$ cat config.mk
export PLATFORM = sky130hd
export DESIGN_NAME = fetch
export DESIGN_NICKNAME = d
export VERILOG_FILES = /design/src/rtl/fetch.sv
export SDC_FILE = /design/constraint.sdc
export NUM_CORES = 1
export LEC_CHECK = 0
export CAP_MARGIN = 5
export CORE_ASPECT_RATIO = 0.8
export CORE_MARGIN = 2
export CORE_UTILIZATION = 52
export DETAILED_ROUTE_END_ITERATION = 8
export GPL_TIMING_DRIVEN = 0
export PLACE_DENSITY = 0.92
export SETUP_SLACK_MARGIN = 0.02
export SKIP_LAST_GASP = 1
export SLEW_MARGIN = 25
export SYNTH_ARGS = -nofsm -noshare
export SYNTH_HDL_FRONTEND = slang
export SYNTH_SLANG_ARGS = --single-unit
$ cat constraint.sdc
create_clock -name clk -period 7.05 [get_ports clk]
set_input_delay 1.41 -clock clk [delete_from_list [all_inputs] [get_ports clk]]
set_output_delay 1.41 -clock clk [all_outputs]
set_load 0.05 [all_outputs]
$ cat src/rtl/fetch.sv
// Instruction-fetch stage: owns the PC, issues single-outstanding word reads and
// buffers returned words in a small FIFO presented to decode via valid/ready.
module fetch #(
  parameter logic [31:0] RESET_PC = 32'h0000_0000,
  parameter int          DEPTH    = 2
) (
  input  logic        clk,
  input  logic        rst,
  input  logic        jump,
  input  logic [31:0] jump_pc,
  output logic        imem_req,
  output logic [31:0] imem_addr,
  input  logic        imem_gnt,
  input  logic        imem_rvalid,
  input  logic [31:0] imem_rdata,
  output logic        out_valid,
  input  logic        out_ready,
  output logic [31:0] out_pc,
  output logic [31:0] out_pc_plus_4,
  output logic [31:0] out_instr
);

  localparam int PW = $clog2(DEPTH);
  localparam int CW = $clog2(DEPTH) + 1;

  localparam logic [PW-1:0] PTR_ZERO = PW'(0);
  localparam logic [PW-1:0] PTR_ONE  = PW'(1);
  localparam logic [CW-1:0] CNT_ZERO = CW'(0);
  localparam logic [CW-1:0] CNT_ONE  = CW'(1);
  localparam logic [CW:0]   LVL_ZERO = (CW+1)'(0);
  localparam logic [CW:0]   LVL_ONE  = (CW+1)'(1);
  localparam logic [CW:0]   LVL_MAX  = (CW+1)'(DEPTH);

  logic [31:0]   pc_r;
  logic [31:0]   req_pc_r;
  logic [31:0]   fifo_pc_r    [DEPTH];
  logic [31:0]   fifo_instr_r [DEPTH];
  logic [PW-1:0] rd_ptr_r;
  logic [PW-1:0] wr_ptr_r;
  logic [CW-1:0] count_r;
  logic          outstanding_r;
  logic          drop_r;

  logic          out_valid_s;
  logic          pending_s;
  logic          accept_s;
  logic          pop_s;
  logic          push_s;
  logic          grant_s;
  logic [CW:0]   level_s;

  logic [31:0]   pc_nxt_s;
  logic [31:0]   req_pc_nxt_s;
  logic [PW-1:0] rd_ptr_nxt_s;
  logic [PW-1:0] wr_ptr_nxt_s;
  logic [CW-1:0] count_nxt_s;
  logic          outstanding_nxt_s;
  logic          drop_nxt_s;
  logic          jump_pc_unused_s;

  assign jump_pc_unused_s = ^jump_pc[1:0];
  assign imem_addr        = pc_r;
  assign out_valid        = out_valid_s;

  // Handshake qualifiers and the issue rule; level_s is the FIFO occupancy after this edge.
  always_comb begin
    out_valid_s = (count_r != CNT_ZERO);
    pending_s   = outstanding_r && !imem_rvalid;
    accept_s    = imem_rvalid && outstanding_r && !drop_r;
    pop_s       = out_valid_s && out_ready;
    push_s      = accept_s && !jump;
    level_s     = {1'b0, count_r} + (accept_s ? LVL_ONE : LVL_ZERO)
                                  - (pop_s    ? LVL_ONE : LVL_ZERO);
    imem_req    = !rst && !jump && !pending_s && (level_s < LVL_MAX);
    grant_s     = imem_req && imem_gnt;
  end

  // Next-state: a redirect flushes everything and wins over any push.
  always_comb begin
    pc_nxt_s          = pc_r;
    req_pc_nxt_s      = req_pc_r;
    rd_ptr_nxt_s      = rd_ptr_r;
    wr_ptr_nxt_s      = wr_ptr_r;
    count_nxt_s       = count_r;
    outstanding_nxt_s = outstanding_r;
    drop_nxt_s        = drop_r;
    if (jump) begin
      pc_nxt_s          = {jump_pc[31:2], 2'b00};
      rd_ptr_nxt_s      = PTR_ZERO;
      wr_ptr_nxt_s      = PTR_ZERO;
      count_nxt_s       = CNT_ZERO;
      // A response still in flight belongs to the old path and must be swallowed.
      outstanding_nxt_s = pending_s;
      drop_nxt_s        = pending_s;
    end else begin
      if (imem_rvalid && outstanding_r) begin
        outstanding_nxt_s = 1'b0;
        drop_nxt_s        = 1'b0;
      end else begin
        outstanding_nxt_s = outstanding_r;
        drop_nxt_s        = drop_r;
      end
      if (grant_s) begin
        outstanding_nxt_s = 1'b1;
        pc_nxt_s          = pc_r + 32'd4;
        req_pc_nxt_s      = pc_r;
      end else begin
        pc_nxt_s          = pc_r;
        req_pc_nxt_s      = req_pc_r;
      end
      if (push_s) begin
        wr_ptr_nxt_s = wr_ptr_r + PTR_ONE;
      end else begin
        wr_ptr_nxt_s = wr_ptr_r;
      end
      if (pop_s) begin
        rd_ptr_nxt_s = rd_ptr_r + PTR_ONE;
      end else begin
        rd_ptr_nxt_s = rd_ptr_r;
      end
      count_nxt_s = count_r + (push_s ? CNT_ONE : CNT_ZERO) - (pop_s ? CNT_ONE : CNT_ZERO);
    end
  end

  // Control state registers.
  always_ff @(posedge clk or posedge rst) begin
    if (rst) begin
      pc_r          <= RESET_PC;
      req_pc_r      <= RESET_PC;
      rd_ptr_r      <= PTR_ZERO;
      wr_ptr_r      <= PTR_ZERO;
      count_r       <= CNT_ZERO;
      outstanding_r <= 1'b0;
      drop_r        <= 1'b0;
    end else begin
      pc_r          <= pc_nxt_s;
      req_pc_r      <= req_pc_nxt_s;
      rd_ptr_r      <= rd_ptr_nxt_s;
      wr_ptr_r      <= wr_ptr_nxt_s;
      count_r       <= count_nxt_s;
      outstanding_r <= outstanding_nxt_s;
      drop_r        <= drop_nxt_s;
    end
  end

  // FIFO storage of {pc, instr}, written on each accepted response.
  always_ff @(posedge clk or posedge rst) begin
    if (rst) begin
      for (int i = 0; i < DEPTH; i++) begin
        fifo_pc_r[i]    <= 32'h0000_0000;
        fifo_instr_r[i] <= 32'h0000_0000;
      end
    end else if (push_s) begin
      fifo_pc_r[wr_ptr_r]    <= req_pc_r;
      fifo_instr_r[wr_ptr_r] <= imem_rdata;
    end
  end

  // Head presentation; all data outputs read as zero while the FIFO is empty.
  always_comb begin
    if (out_valid_s) begin
      out_pc        = fifo_pc_r[rd_ptr_r];
      out_instr     = fifo_instr_r[rd_ptr_r];
      out_pc_plus_4 = fifo_pc_r[rd_ptr_r] + 32'd4;
    end else begin
      out_pc        = 32'h0000_0000;
      out_instr     = 32'h0000_0000;
      out_pc_plus_4 = 32'h0000_0000;
    end
  end

endmodule

==> run_results.csv <==
group,metric,value,unit
critical_path,critPathMaxFanout,10,
timing,slew_viol_final,0,
die,die_x,156,um
die,die_h,126,um
cts,clk_pin_slew,0.06,ns
cts,clock-sinks,190,
critical_path,reg2reg_from,"count_r[1]$_DFF_PP0_",
timing,fin_crit_sh,0.885,
grt,grt_usage,0.282,
min_path,holdPathStages,1,
critical_path,crit_arrival,4.83,ns
routing,drt_iter0_drc,750,
timing,rsz0062_at_grt,"no",
cts,clock-root-buffer,"clkbuf_16",
synthesis,syn_area_per_cell,10.6,sq um
critical_path,startpoint,"rd_ptr_r$_DFFE_PP0P_",
layout,final_nets,1206,
timing,tightest_slew,0.941,ns
grt,grt_overflow_total,0,
grt,grt_pass1_wl,43.0,mm
die,die-area,19700,sq um
cts,htreeDepth,4,
layout,mostFrequentLayoutCell,"clkdlybuf4s50_1",
synthesis,ys_ff_latch,190,
placed_design,pre_cts_ws,1.38,ns
timing,fin_hold_ws,0.505,ns
critical_path,crit_path_end_kind,"output pin",
grt,antenna_found_initial,0,
power,p_leak,0.00535,uW
routing,wl_per_cell,19.8,um
routing,vias,8218,
die,row_count,44,
critical_path,rrSetupSlack,2.78,ns
timing,post-route-min-period,6.24,ns
power,peakVddDrop,0.000232,V
cts,cts_resized,0,
cts,holdBufCountCts,0,
outcome,outcome,"complete, no violations",
layout,antenna_cells,0,
placed_design,place_congestion,0.926,
synthesis,syn_inst,914,
critical_path,critPathKind,"flop to output pin",
synthesis,ys_seq_area_frac,0.493,
routing,routed_wirelength,27.2,mm
critical_path,cp-endpoint,"out_pc_plus_4[26]",
cts,cts_tree,"done",
cts,numCtsBuffers,17,
job,max_cap_viol_count,0,
critical_path,ff2ff_path_depth,12,
synthesis,yosys_warnings,0,
synthesis,synth_edf_count,0,
min_path,min_path_type,"flop to flop",
synthesis,synth.distinct_cells,56,
routing,first_pass_iters,5,
die,boundaryPins,200,
synthesis,async_reset_ff_frac,1.00,
cts,clkLatencyLatePin,0.43,ns
grt,grt_max_degree,97,
critical_path,rr_endpoint,"imem_addr[14]$_DFFE_PP0P_",
die,core-area,18200,sq um
critical_path,start_kind,"flop",
timing,fmax,0.160,GHz
routing,drc,0,
critical_path,required,5.64,ns
cts,cts_buffer_depth,2,
placed_design,port_buffers,191,
layout,final_cell_mix,"191 x clkdlybuf4s50_1, 190 x dfrtp_1, 134 x nand2_1",
layout,layout-drive-gt1-share,0.156,
routing,drtAntennaViolNets,0,
timing,finalWorstSetupSlack,0.813,ns
die,initial_core_util,0.531,
layout,design_area,12500,sq um
placed_design,dpl_cell_area,11900,sq um
placed_design,place_hpwl,19.6,mm
routing,via_per_inst,5.98,
timing,finalSetupViolCount,0,
synthesis,ys.flop_type,"dfrtp_1",
power,power_density,388,nW/um^2
layout,area_growth_syn_to_layout,30.0,%
grt,grt_pass1_vias,8149,
cts,post_cts_buffers,0,
timing,timing.final.hold_violations,0,
synthesis,syn_area,9650,sq um
timing,skew,0.00728,ns
timing,relSlewSlack,0.370,
==> through the flow <==
stage | std cells | setup TNS (ns) | total power [uW] | utilization
2_1_floorplan | 919 | 0 | 3120 | -
5_1_grt | 1374 | 0 | 5100 | 0.690
4_1_cts | 1374 | 0 | 4860 | 0.690
3_3_place_gp | 1340 | -330.35 | 3750 | 0.653
6_report | 1374 | 0 | 4870 | 0.690
3_5_place_dp | 1342 | 0 | 3830 | 0.656
==> cell type report <==
cell class | count | area (sq um)
Multi-Input combinational cell | 663 | 4620
Clock buffer | 22 | 464
Inverter | 10 | 45.0
Tap cell | 230 | 288
Buffer | 56 | 251
Sequential cell | 190 | 4750
Clock inverter | 10 | 161
Timing Repair Buffer | 193 | 1950
Fill cell | 1297 | 5630
==> routing by layer <==
metal	up-vias	wire length, um	GRT usage
li1	3667	-	-
met1	4049	11300	0.383
met2	421	12600	0.440
met3	81	2270	0.0692
met4	0	1000	0.110
met5	-	0	0
==> power breakdown <==
group          switching [uW]  leakage (uW)  internal (uW)  total [uW]
logic                    1300       0.00259            785        2090
registers                 311       0.00247           1450        1760
clock network             404      0.000296            612        1020
total                    2020       0.00535           2850        4870
==> critical path, stage by stage, from the launching register on <==
cell and delay (ns):
dfrtp_1 0.36, buf_2 0.25, buf_4 0.24, buf_2 0.36
mux2_2 0.26, ha_1 0.14, inv_1 0.08, a21oi_1 0.73
nand3_1 0.47, nor4_1 0.41, mux2_2 0.38, clkdlybuf4s50_1 0.71
==> synth_stat cells (3+ instances only) <==
master	n	area [sq um]
a221o_1	3	30.0
dfrtp_1	190	4750
or4_1	5	37.5
a21oi_1	12	60.1
nor3_1	10	50.1
o311ai_0	4	35.0
nand3b_1	7	52.6
o31ai_1	5	37.5
nor4_1	7	43.8
a31oi_1	3	18.8
a22oi_1	6	45.0
buf_1	8	30.0
buf_4	7	52.6
mux2i_1	62	621
clkbuf_1	34	128
ha_1	4	50.1
nand4b_1	5	43.8
inv_1	10	37.5
nand2b_1	4	25.0
o31a_1	7	61.3
nand4_1	21	131
nor2_1	94	353
nand2_1	134	503
nor2b_1	4	25.0
and2_1	8	50.1
buf_2	6	30.0
and3_1	5	31.3
or3_1	4	25.0
o21ai_0	27	135
mux2_2	127	1430
o211ai_1	10	75.1
xor2_1	10	87.6
nand3_1	27	135
xnor2_1	15	131
==> state kept, by name (all words and copies together), names as in the netlist <==
register	flops
wr_ptr_r	1
req_pc_r	30
fifo_pc_r	60
imem_addr	30
drop_r	1
outstanding_r	1
count_r	2
rd_ptr_r	1
fifo_instr_r	64
==> logic make-up after synthesis <==
logic type	synth area share
AND/OR/NAND/NOR	0.168
flip-flops	0.493
adder cells (fa/ha/maj)	0.00726
buffers and inverters	0.0300
XOR/XNOR	0.0227
AO/OA/AOI/OAI	0.0665
multiplexers	0.213
other	0.000389
==> worst min-delay path by stage <==
stage	startpoint	endpoint	slack, ns
floorplan	req_pc_r[2]$_DFFE_PP0P_	req_pc_r[2]$_DFFE_PP0P_	0.46
global placement	fifo_instr_r[0]$_DFFE_PP0P_	fifo_instr_r[0]$_DFFE_PP0P_	0.49
detailed placement	req_pc_r[11]$_DFFE_PP0P_	req_pc_r[11]$_DFFE_PP0P_	0.49
CTS	fifo_instr_r[20]$_DFFE_PP0P_	fifo_instr_r[20]$_DFFE_PP0P_	0.51
global route	fifo_instr_r[36]$_DFFE_PP0P_	fifo_instr_r[36]$_DFFE_PP0P_	0.52
finish	fifo_instr_r[55]$_DFFE_PP0P_	fifo_instr_r[55]$_DFFE_PP0P_	0.50
Power figures use the tool's default switching activity.
